[src/rtl/rv_width_downsizer.sv]
// Ready/valid width downsizer: serializes one IN_WIDTH word into up to RATIO
// OUT_WIDTH beats, LSB-first, with a per-word beat count taken from in_len.
module rv_width_downsizer #(
    parameter int unsigned IN_WIDTH  = 32,
    parameter int unsigned OUT_WIDTH = 8
) (
    input  logic                                        clk,
    input  logic                                        reset,
    input  logic                                        in_valid,
    output logic                                        in_ready,
    input  logic [IN_WIDTH-1:0]                         in_data,
    input  logic [$clog2(IN_WIDTH/OUT_WIDTH)-1:0]       in_len,
    output logic                                        out_valid,
    input  logic                                        out_ready,
    output logic [OUT_WIDTH-1:0]                        out_data,
    output logic                                        out_last,
    output logic [$clog2(IN_WIDTH/OUT_WIDTH)-1:0]       beat_idx
);

    localparam int unsigned RATIO = IN_WIDTH / OUT_WIDTH;
    localparam int unsigned CNT_W = $clog2(RATIO);

    // Reject word/beat widths that do not split into at least two whole beats.
    generate
        if (((IN_WIDTH % OUT_WIDTH) != 0) || (RATIO < 2)) begin : g_param_check
            $error("rv_width_downsizer: IN_WIDTH must be a multiple of OUT_WIDTH with RATIO >= 2");
        end
    endgenerate

    typedef enum logic {
        IDLE = 1'b0,
        SEND = 1'b1
    } state_t;

    state_t               state_q, state_d;
    logic [IN_WIDTH-1:0]  hold_q, hold_d;
    logic [CNT_W-1:0]     len_q, len_d;
    logic [CNT_W-1:0]     idx_q, idx_d;

    // State and datapath registers.
    always_ff @(posedge clk) begin
        if (reset) begin
            state_q <= IDLE;
            hold_q  <= '0;
            len_q   <= '0;
            idx_q   <= '0;
        end else begin
            state_q <= state_d;
            hold_q  <= hold_d;
            len_q   <= len_d;
            idx_q   <= idx_d;
        end
    end

    // Next-state and handshake outputs; everything forced quiet while reset is high.
    always_comb begin
        state_d   = state_q;
        hold_d    = hold_q;
        len_d     = len_q;
        idx_d     = idx_q;
        in_ready  = 1'b0;
        out_valid = 1'b0;
        out_data  = '0;
        out_last  = 1'b0;

        if (!reset) begin
            case (state_q)
                IDLE: begin
                    in_ready = 1'b1;
                    if (in_valid) begin
                        hold_d  = in_data;
                        len_d   = in_len;
                        idx_d   = '0;
                        state_d = SEND;
                    end
                end
                SEND: begin
                    out_valid = 1'b1;
                    out_data  = hold_q[OUT_WIDTH-1:0];
                    out_last  = (idx_q == len_q);
                    in_ready  = out_ready & out_last;
                    if (out_ready) begin
                        if (!out_last) begin
                            hold_d = hold_q >> OUT_WIDTH;
                            idx_d  = idx_q + CNT_W'(1);
                        end else if (in_valid) begin
                            // Back-to-back word: reload without a bubble.
                            hold_d = in_data;
                            len_d  = in_len;
                            idx_d  = '0;
                        end else begin
                            state_d = IDLE;
                        end
                    end
                end
                default: state_d = IDLE;
            endcase
        end
    end

    assign beat_idx = idx_q;

endmodule

[config.mk]
export PLATFORM = sky130hd
export DESIGN_NAME = rv_width_downsizer
export DESIGN_NICKNAME = d
export VERILOG_FILES = /design/src/rtl/rv_width_downsizer.sv
export SDC_FILE = /design/constraint.sdc
export NUM_CORES = 1
export LEC_CHECK = 0
export CELL_PAD_IN_SITES_DETAIL_PLACEMENT = 0
export CELL_PAD_IN_SITES_GLOBAL_PLACEMENT = 1
export CORE_MARGIN = 2
export CORE_UTILIZATION = 30
export CTS_CLUSTER_SIZE = 8
export DETAILED_ROUTE_END_ITERATION = 7
export PLACE_DENSITY = 0.8
export SETUP_SLACK_MARGIN = 0.15
export SYNTH_ARGS = -nofsm -noshare
export SYNTH_HDL_FRONTEND = slang
export SYNTH_SLANG_ARGS = --single-unit
[constraint.sdc]
create_clock -name clk -period 1.9 [get_ports clk]
set_input_delay 0.57 -clock clk [delete_from_list [all_inputs] [get_ports clk]]
set_output_delay 0.57 -clock clk [all_outputs]
set_load 0.05 [all_outputs]
Word level (Yosys, flattened, before mapping)
Index checks and enable logic that the tools add are counted.
Widths: inputs -> output; s select.

storage, ports and cells
  flip-flop bits (word level) = 37
  bits of input ports = 38
  output and inout port bits = 13
  logic and storage cells = 35

operators by class
  $add $sub $neg = 1
  eq/ne operators = 3
  muxes and demuxes = 24
  bitwise operators = 2
  reductions and logical operators = 1

operator list
  kind                 number
  $mux 32              3
  $pmux 32 s2          1
  $mux 8               2
  $mux 2               6
  $mux 1               8
  $pmux 2 s2           2
  $pmux 1 s2           2
  $add 2x1->2 const B  1
  $eq 2x2->1           1
  $ne 2x1->1 const B   1
  $ne 2x2->1 const B   1
  $reduce_and 2->1     1
  $and 1x1->1          1
  $not 1->1            1

Depth between registers and ports, before layout
Gate-level depths: netlist of run 1.

  word-level depth = 4
  gate-level depth with buffers = 6
  mapped depth without buffers = 4

Worst setup path after synthesis of run 1
No wires, ideal clock.

  kind = input to output
  start = in reset
  end = out out_last
  arrival = 2.003 ns
  setup slack = -0.673 ns
  stages = 2
  cell sequence = nor2_1 -> and3_1

between the ends
  cells in the longest elaborated chain, start to end = 1

RTL lines
  item                RTL line  source
  start: declaration  8         input logic reset,
  $mux 1              66        if (!reset) begin
  end: declaration    16        output logic out_last,

Every way passes these cells.

Worst setup path after layout of run 1
  start = in out_ready
  end = out in_ready

between the ends
  cells in the longest elaborated chain, start to end = 3

RTL lines
  item                RTL line  source
  start: declaration  14        input logic out_ready,
  $and 1x1->1         81        in_ready = out_ready & out_last;
  $pmux 1 s2          67        case (state_q)
  $mux 1              66
  end: declaration    10        output logic in_ready,

Every way passes these cells.

==> flow_summary.toml, run 1 <==
[status]
status = "complete, no violations"

[critical_path]
cp_max_fo = 4
r2r_end = "hold_q[17]$_SDFFE_PP0P_"
slowest_stage = "clkdlybuf4s15_1"
required_ns = 1.33
cp-endpoint = "in_ready"
path_delay_family = "buffers and inverters"
startpoint = "out_ready"
crit_path_max_incr_delay_ns = 0.28
path_depth = 4
crit_chain = "clkdlybuf4s15_1 -> a31oi_4 -> nor2_4 -> buf_12"
criticalPathCategory = "input pin to primary output"
path_buf_inv = 2
reg2reg_setup_slack_ns = 0.22
endpoint_kind = "primary output"
critPathArrivalTime_ns = 1.24
cp-start-kind = "input pin"
rr_startpoint = "beat_idx[1]$_SDFFE_PP0P_"
reg2reg_depth = 6

[placement]
dp_cells = 268
port_buffers = 50
dpl_worst_slack_ns = -0.312
place.gp.congestion = 0.662
dpl.hpwl_um = 2580

[synth]
synth_top_family_by_area = "compound AO/OA/AOI/OAI gates"
synth_xor_area_share_pct = 2.36
yosysTopAreaCellShare_pct = 49.8
ys_seq_elements = 37
syn_avg_cell_area_um2 = 9.78
synth_seq_area_share_pct = 49.8
muxShareOfSynthArea_pct = 0
syn_area_mm2 = 0.00149
synth_edf_count = 0
ys_types = 22
yosys.area_share.simple_pct = 15.2
synth_nets = 190
ys.flop_type = "dfxtp_1"
yosys_warnings = 0
synthAdderAreaFrac_pct = 0
synth-compound-area-share_pct = 25.3
yosysTopAreaCell = "dfxtp_1"
synthTopCellsByCount = "37 x dfxtp_1, 36 x nor2_1, 24 x a222oi_1, 8 x a22oi_1, 8 x and2_1"
async_flop_share_pct = 0
synthCells = 152
yosysMostFrequentCell = "dfxtp_1"
synth_area_leaders = "dfxtp_1 50%, a222oi_1 16%, nor2_1 9.1%"

[timing]
finalCritPeriodShare_pct = 95.5
skew_ns = 0.00618
period_minus_slack_ns = 1.81
setup-violations-final = 0
worst_slack_ns = 0.0856
max_slew.worst_pin.slew_ns = 0.377
rsz0062_at_grt = "yes"
slew-limit-headroom_pct = 74.9
finalMaxSlewViolations = 0
hold_slack_ns = 0.499
max_freq_mhz = 551
hold_viol_final = 0

[floorplanning]
ios = 51
die_y_um = 74.4
core-area_mm2 = 0.00475
start_util_pct = 31.3
rows = 25
die-area_mm2 = 0.00553
chipWidth_um = 74.4

[global_routing]
antenna_found_initial = 0
grt_pass1_wl_um = 6750
grt_pass1_vias = 1426
grt_max_degree = 38
grt_overflow = 0
track_usage_pct = 15.8

[clock_tree]
root_buffer = "clkbuf_8"
insertion_delay_ns = 0.29
htree_levels = 2
cts_tree = "done"
cts_buffer_depth = 2
ctsHoldBuffers = 0
clk_pin_slew_ns = 0.07
cts_sinks = 37
cts_buffers = 5

[layout]
nNetsFinal = 253
drive_above_1_share_pct = 28.7
utilization_pct = 52.1
antennaDiodeCount = 0
final_cells = 283
area_delta_synth_final_pct = 66.5

[route]
via_count = 1422
postRouteAntennaNets = 0
drc = 0
avgRoutedWirePerCell_um = 14.2
viasPerCell = 5.02
routed_wl_um = 4030
drtPass1Iterations = 5
drt_iter0_drc = 131

[pwr]
power_leakage_nw = 0.946
ir_worst_vdd_mv = 0.351
p_per_area_mw_per_mm2 = 779

[worst_hold_path]
hp-start = "hold_q[31]$_SDFFE_PP0P_"
hold_class = "flop to flop"

[run]
max_cap_viol_count = 0
metrics by stage:
step,power [mW],cell area (µm²),setup TNS [ns]
after floorplan,1.12,1570,0
after global placement,1.27,2270,-9.53
after detailed placement,1.28,2270,-10.86
after CTS,1.95,2460,0
after global routing,2.02,2470,0
final,1.93,2470,0
logic make-up after synthesis:
| kind of cell | after synthesis |
|---|---|
| AOI/OAI and AO/OA | 43 |
| xor gates and xnor gates | 4 |
| buffers and inverters | 16 |
| DFF | 37 |
| and+or+nand+nor | 52 |
worst min path at each step:
stage,end,cells past startpoint
finish,hold_q[23]$_SDFFE_PP0P_,2
global route,hold_q[17]$_SDFFE_PP0P_,2
CTS,hold_q[23]$_SDFFE_PP0P_,2
detailed placement,hold_q[23]$_SDFFE_PP0P_,2
global placement,hold_q[23]$_SDFFE_PP0P_,2
floorplan,hold_q[0]$_SDFFE_PP0P_,2
worst min-delay path, cell delays in order, from the launching register on:
cell,delay [ns]
dfxtp_1,0.33
a222oi_1,0.06
nor2_1,0.08
power breakdown:
group	switching (mW)	leakage [nW]	internal, mW
clock	0.262	0.0566	0.375
sequential	0.0392	0.308	0.836
combinational	0.186	0.581	0.230
layout by cell type (no fill, tap or decap):
cell type,netlist,layout
nor2_1,36,34
clkdlybuf4s50_1,0,34
dfxtp_1,37,32
a222oi_1,24,24
buf_4,1,18
buf_12,0,13
and2_4,0,8
a22oi_1,8,8
clkbuf_8,0,6
nor2_4,0,3
nand2_1,3,3
dfxtp_4,0,3
xnor2_4,0,2
inv_1,3,2
xnor2_1,4,2
nor3_1,2,2
a31oi_1,3,2
o21ai_0,2,2
a21oi_1,2,2
dfxtp_2,0,2
inv_8,0,1
and3_4,0,1
a31oi_4,0,1
nand2b_1,1,1
a32o_2,1,1
nor2b_1,1,1
a41o_1,1,1
a21oi_2,1,1
a211oi_1,1,1
clkbuf_16,0,1
clkbuf_1,6,1
dlygate4sd2_1,0,1
clkdlybuf4s15_1,0,1
buf_6,6,1
flip-flops by register name, indices dropped and copies added (netlist names):
signal and cells:
beat_idx 2, hold_q 32, len_q 2, state_q 1
layer usage:
| layer | GRT usage (%) | wire length (µm) |
|---|---|---|
| met1 | 20.3 | 1840 |
| met2 | 25.5 | 1900 |
| met3 | 5.15 | 245 |
| met4 | 4.96 | 44 |
| met5 | 0 | 0 |
area by class of cell:
class / count / area, µm²
Inverter: 3 / 18.8
Sequential cell: 37 / 754
Timing Repair Buffer: 68 / 766
Tap cell: 67 / 83.8
Multi-Input combinational cell: 100 / 741
Clock buffer: 8 / 111
Fill cell: 450 / 2280
timing repair:
| item | 4_1_cts | 5_1_grt |
|---|---|---|
| cloned | 1 | 0 |
| endpoints found under the hold margin | 0 | 0 |
| endpoints found under the setup margin | 35 | 14 |
| setup buffers | 5 | 1 |
| resized for setup | 20 | 1 |
| pin swaps | 12 | 5 |
No activity file was read; power rests on OpenSTA's default activity.
==> inputs of run 2 (changes only) <==
Settings changed: TNS_END_PERCENT set to 10.
==> run 2 against run 1 <==
Compared with the run above: non-clock buffer count decreased by 1; sequential power hardly changed; fmax shrank 0.70%; critical path type is now flop to primary output; critical endpoint unchanged.
==> flow_summary.toml, run 2 (same netlist as run 1, synthesis figures left out) <==
[layout]
antennaDiodeCount = 0
drive_above_1_share_pct = 27.7
area_delta_synth_final_pct = 62.9
mostFrequentLayoutCells = "34 x nor2_1, 34 x clkdlybuf4s50_1, 33 x dfxtp_1"
largest_reg_flops = 32
nNetsFinal = 252
largest_register = "hold_q"

[run]
max_cap_viol_count = 0

[timing]
setup-violations-final = 0
finalMaxSlewViolations = 0
max_freq_mhz = 547
max_slew.worst_pin.slew_ns = 0.297
slew-limit-headroom_pct = 80.2
skew_ns = 0.00664
rsz0062_at_grt = "yes"
period_minus_slack_ns = 1.83
worst_slack_ns = 0.0729
hold_slack_ns = 0.504
hold_viol_final = 0
finalCritPeriodShare_pct = 96.2

[global_routing]
grt_overflow = 0
antenna_found_initial = 0
grt_pass1_vias = 1302
track_usage_pct = 14.6
grt_pass1_wl_um = 6180
grt_max_degree = 37

[critical_path]
r2r_end = "hold_q[22]$_SDFFE_PP0P_"
crit_chain = "xnor2_4 -> a31oi_4 -> nor2_4 -> buf_12"
crit_path_max_incr_delay_ns = 0.35
endpoint_kind = "primary output"
path_delay_family = "flip-flops"
cp_max_fo = 4
path_buf_inv = 1
reg2reg_depth = 6
reg2reg_setup_slack_ns = 0.23
cp-start-kind = "flop"
rr_startpoint = "beat_idx[0]$_SDFFE_PP0P_"
criticalPathCategory = "flop to primary output"
required_ns = 1.33
slowest_stage = "dfxtp_2"
critPathArrivalTime_ns = 1.26

[clock_tree]
htree_levels = 2
cts_sinks = 37
cts_buffers = 5
root_buffer = "clkbuf_8"
insertion_delay_ns = 0.28
cts_tree = "done"
ctsHoldBuffers = 0
clk_pin_slew_ns = 0.07
cts_buffer_depth = 2

[floorplanning]
rows = 25
die_y_um = 74.4
ios = 51
chipWidth_um = 74.4
die-area_mm2 = 0.00553
start_util_pct = 31.3
core-area_mm2 = 0.00475

[worst_hold_path]
hp-start = "hold_q[9]$_SDFFE_PP0P_"
worst_hold_path.endpoint = "hold_q[1]$_SDFFE_PP0P_"
hold_class = "flop to flop"
hold_depth = 2

[pwr]
power.net_switching_mw = 0.469
power_leakage_nw = 0.920
seq_power_share_pct = 49.3
p_int_mw = 1.31
ir_worst_vdd_mv = 0.338
p_per_area_mw_per_mm2 = 735
clkPwrFrac_pct = 27.3
power.share.switching_pct = 26.4
pwr-share-comb_pct = 23.4

[route]
drc = 0
routed_wl_um = 3840
postRouteAntennaNets = 0
viasPerCell = 5.04
avgRoutedWirePerCell_um = 13.7
maxUsedRoutingLayer = "met4"
routed-wl-met3_um = 257
drt_iter0_drc = 139
met1_length_um = 1860
via_count = 1410
drtPass1Iterations = 6
wl_met2_um = 1690

[placement]
dpl.hpwl_um = 2600
dpl_worst_slack_ns = -0.327
port_buffers = 50
place.gp.congestion = 0.766

[status]
status = "complete, no violations"
-- run 2: how the worst max path moves through the flow --
| stage | slack [ns] | start | to | cells past startpoint |
|---|---|---|---|---|
| 2_1_floorplan | 0.06 | reset | out_last | 2 |
| 3_3_place_gp | -0.32 | reset | out_last | 4 |
| 3_5_place_dp | -0.33 | reset | out_last | 4 |
| 4_1_cts | 0.03 | beat_idx[0]$_SDFFE_PP0P_ | in_ready | 4 |
| 5_1_grt | 0.02 | beat_idx[0]$_SDFFE_PP0P_ | in_ready | 4 |
| 6_report | 0.07 | len_q[0]$_SDFFE_PP0P_ | in_ready | 4 |
-- run 2: layout make-up --
class	instances	area [µm²]
multi-input cells	100	741
inverters	3	13.8
clock inverters	1	5.00
clock buffers	5	68.8
fillers	446	2330
well taps	67	83.8
flip-flops and latches	37	751
repair buffers	67	758
-- run 2: worst reg2reg max path: cells and delay by family (launching register included) --
kind                   cells  cell delay [ns]
AO/OA/AOI/OAI              2             0.63
XOR/XNOR                   1             0.16
buffers and inverters      2             0.33
flip-flops                 1             0.38
AND/OR/NAND/NOR            1             0.07
-- run 2: per-stage QoR --
step / utilization [%] / TNS (ns) / cells / power, mW / cell area, µm²
after detailed placement: 47.7 / -10.31 / 270 / 1.29 / 2270
after global placement: 47.7 / -9.65 / 270 / 1.28 / 2270
after CTS: 50.7 / 0 / 279 / 1.80 / 2410
after global routing: 50.9 / 0 / 280 / 1.87 / 2420
final: 50.9 / 0 / 280 / 1.78 / 2420
after floorplan: - / 0 / 152 / 1.12 / 1550
-- run 2: per-layer routing --
metal,vias up,track usage (%)
li1,704,-
met1,651,20.2
met2,51,22.0
met3,4,4.20
met4,0,4.76
met5,-,0
-- run 2: repair_timing --
| action | CTS | global route |
|---|---|---|
| pin swaps | 3 | 3 |
| setup buffers | 2 | 1 |
| gates resized for setup | 19 | 2 |
| cloned | 1 | 0 |
| endpoints found under the setup margin | 39 | 17 |
-- run 2: power groups by stage --
stage,clock (mW),sequential [mW],combinational [mW]
floorplan,0,0.882,0.234
global placement,0,0.889,0.393
detailed placement,0,0.892,0.395
CTS,0.504,0.877,0.415
global route,0.533,0.884,0.449
finish,0.486,0.876,0.417
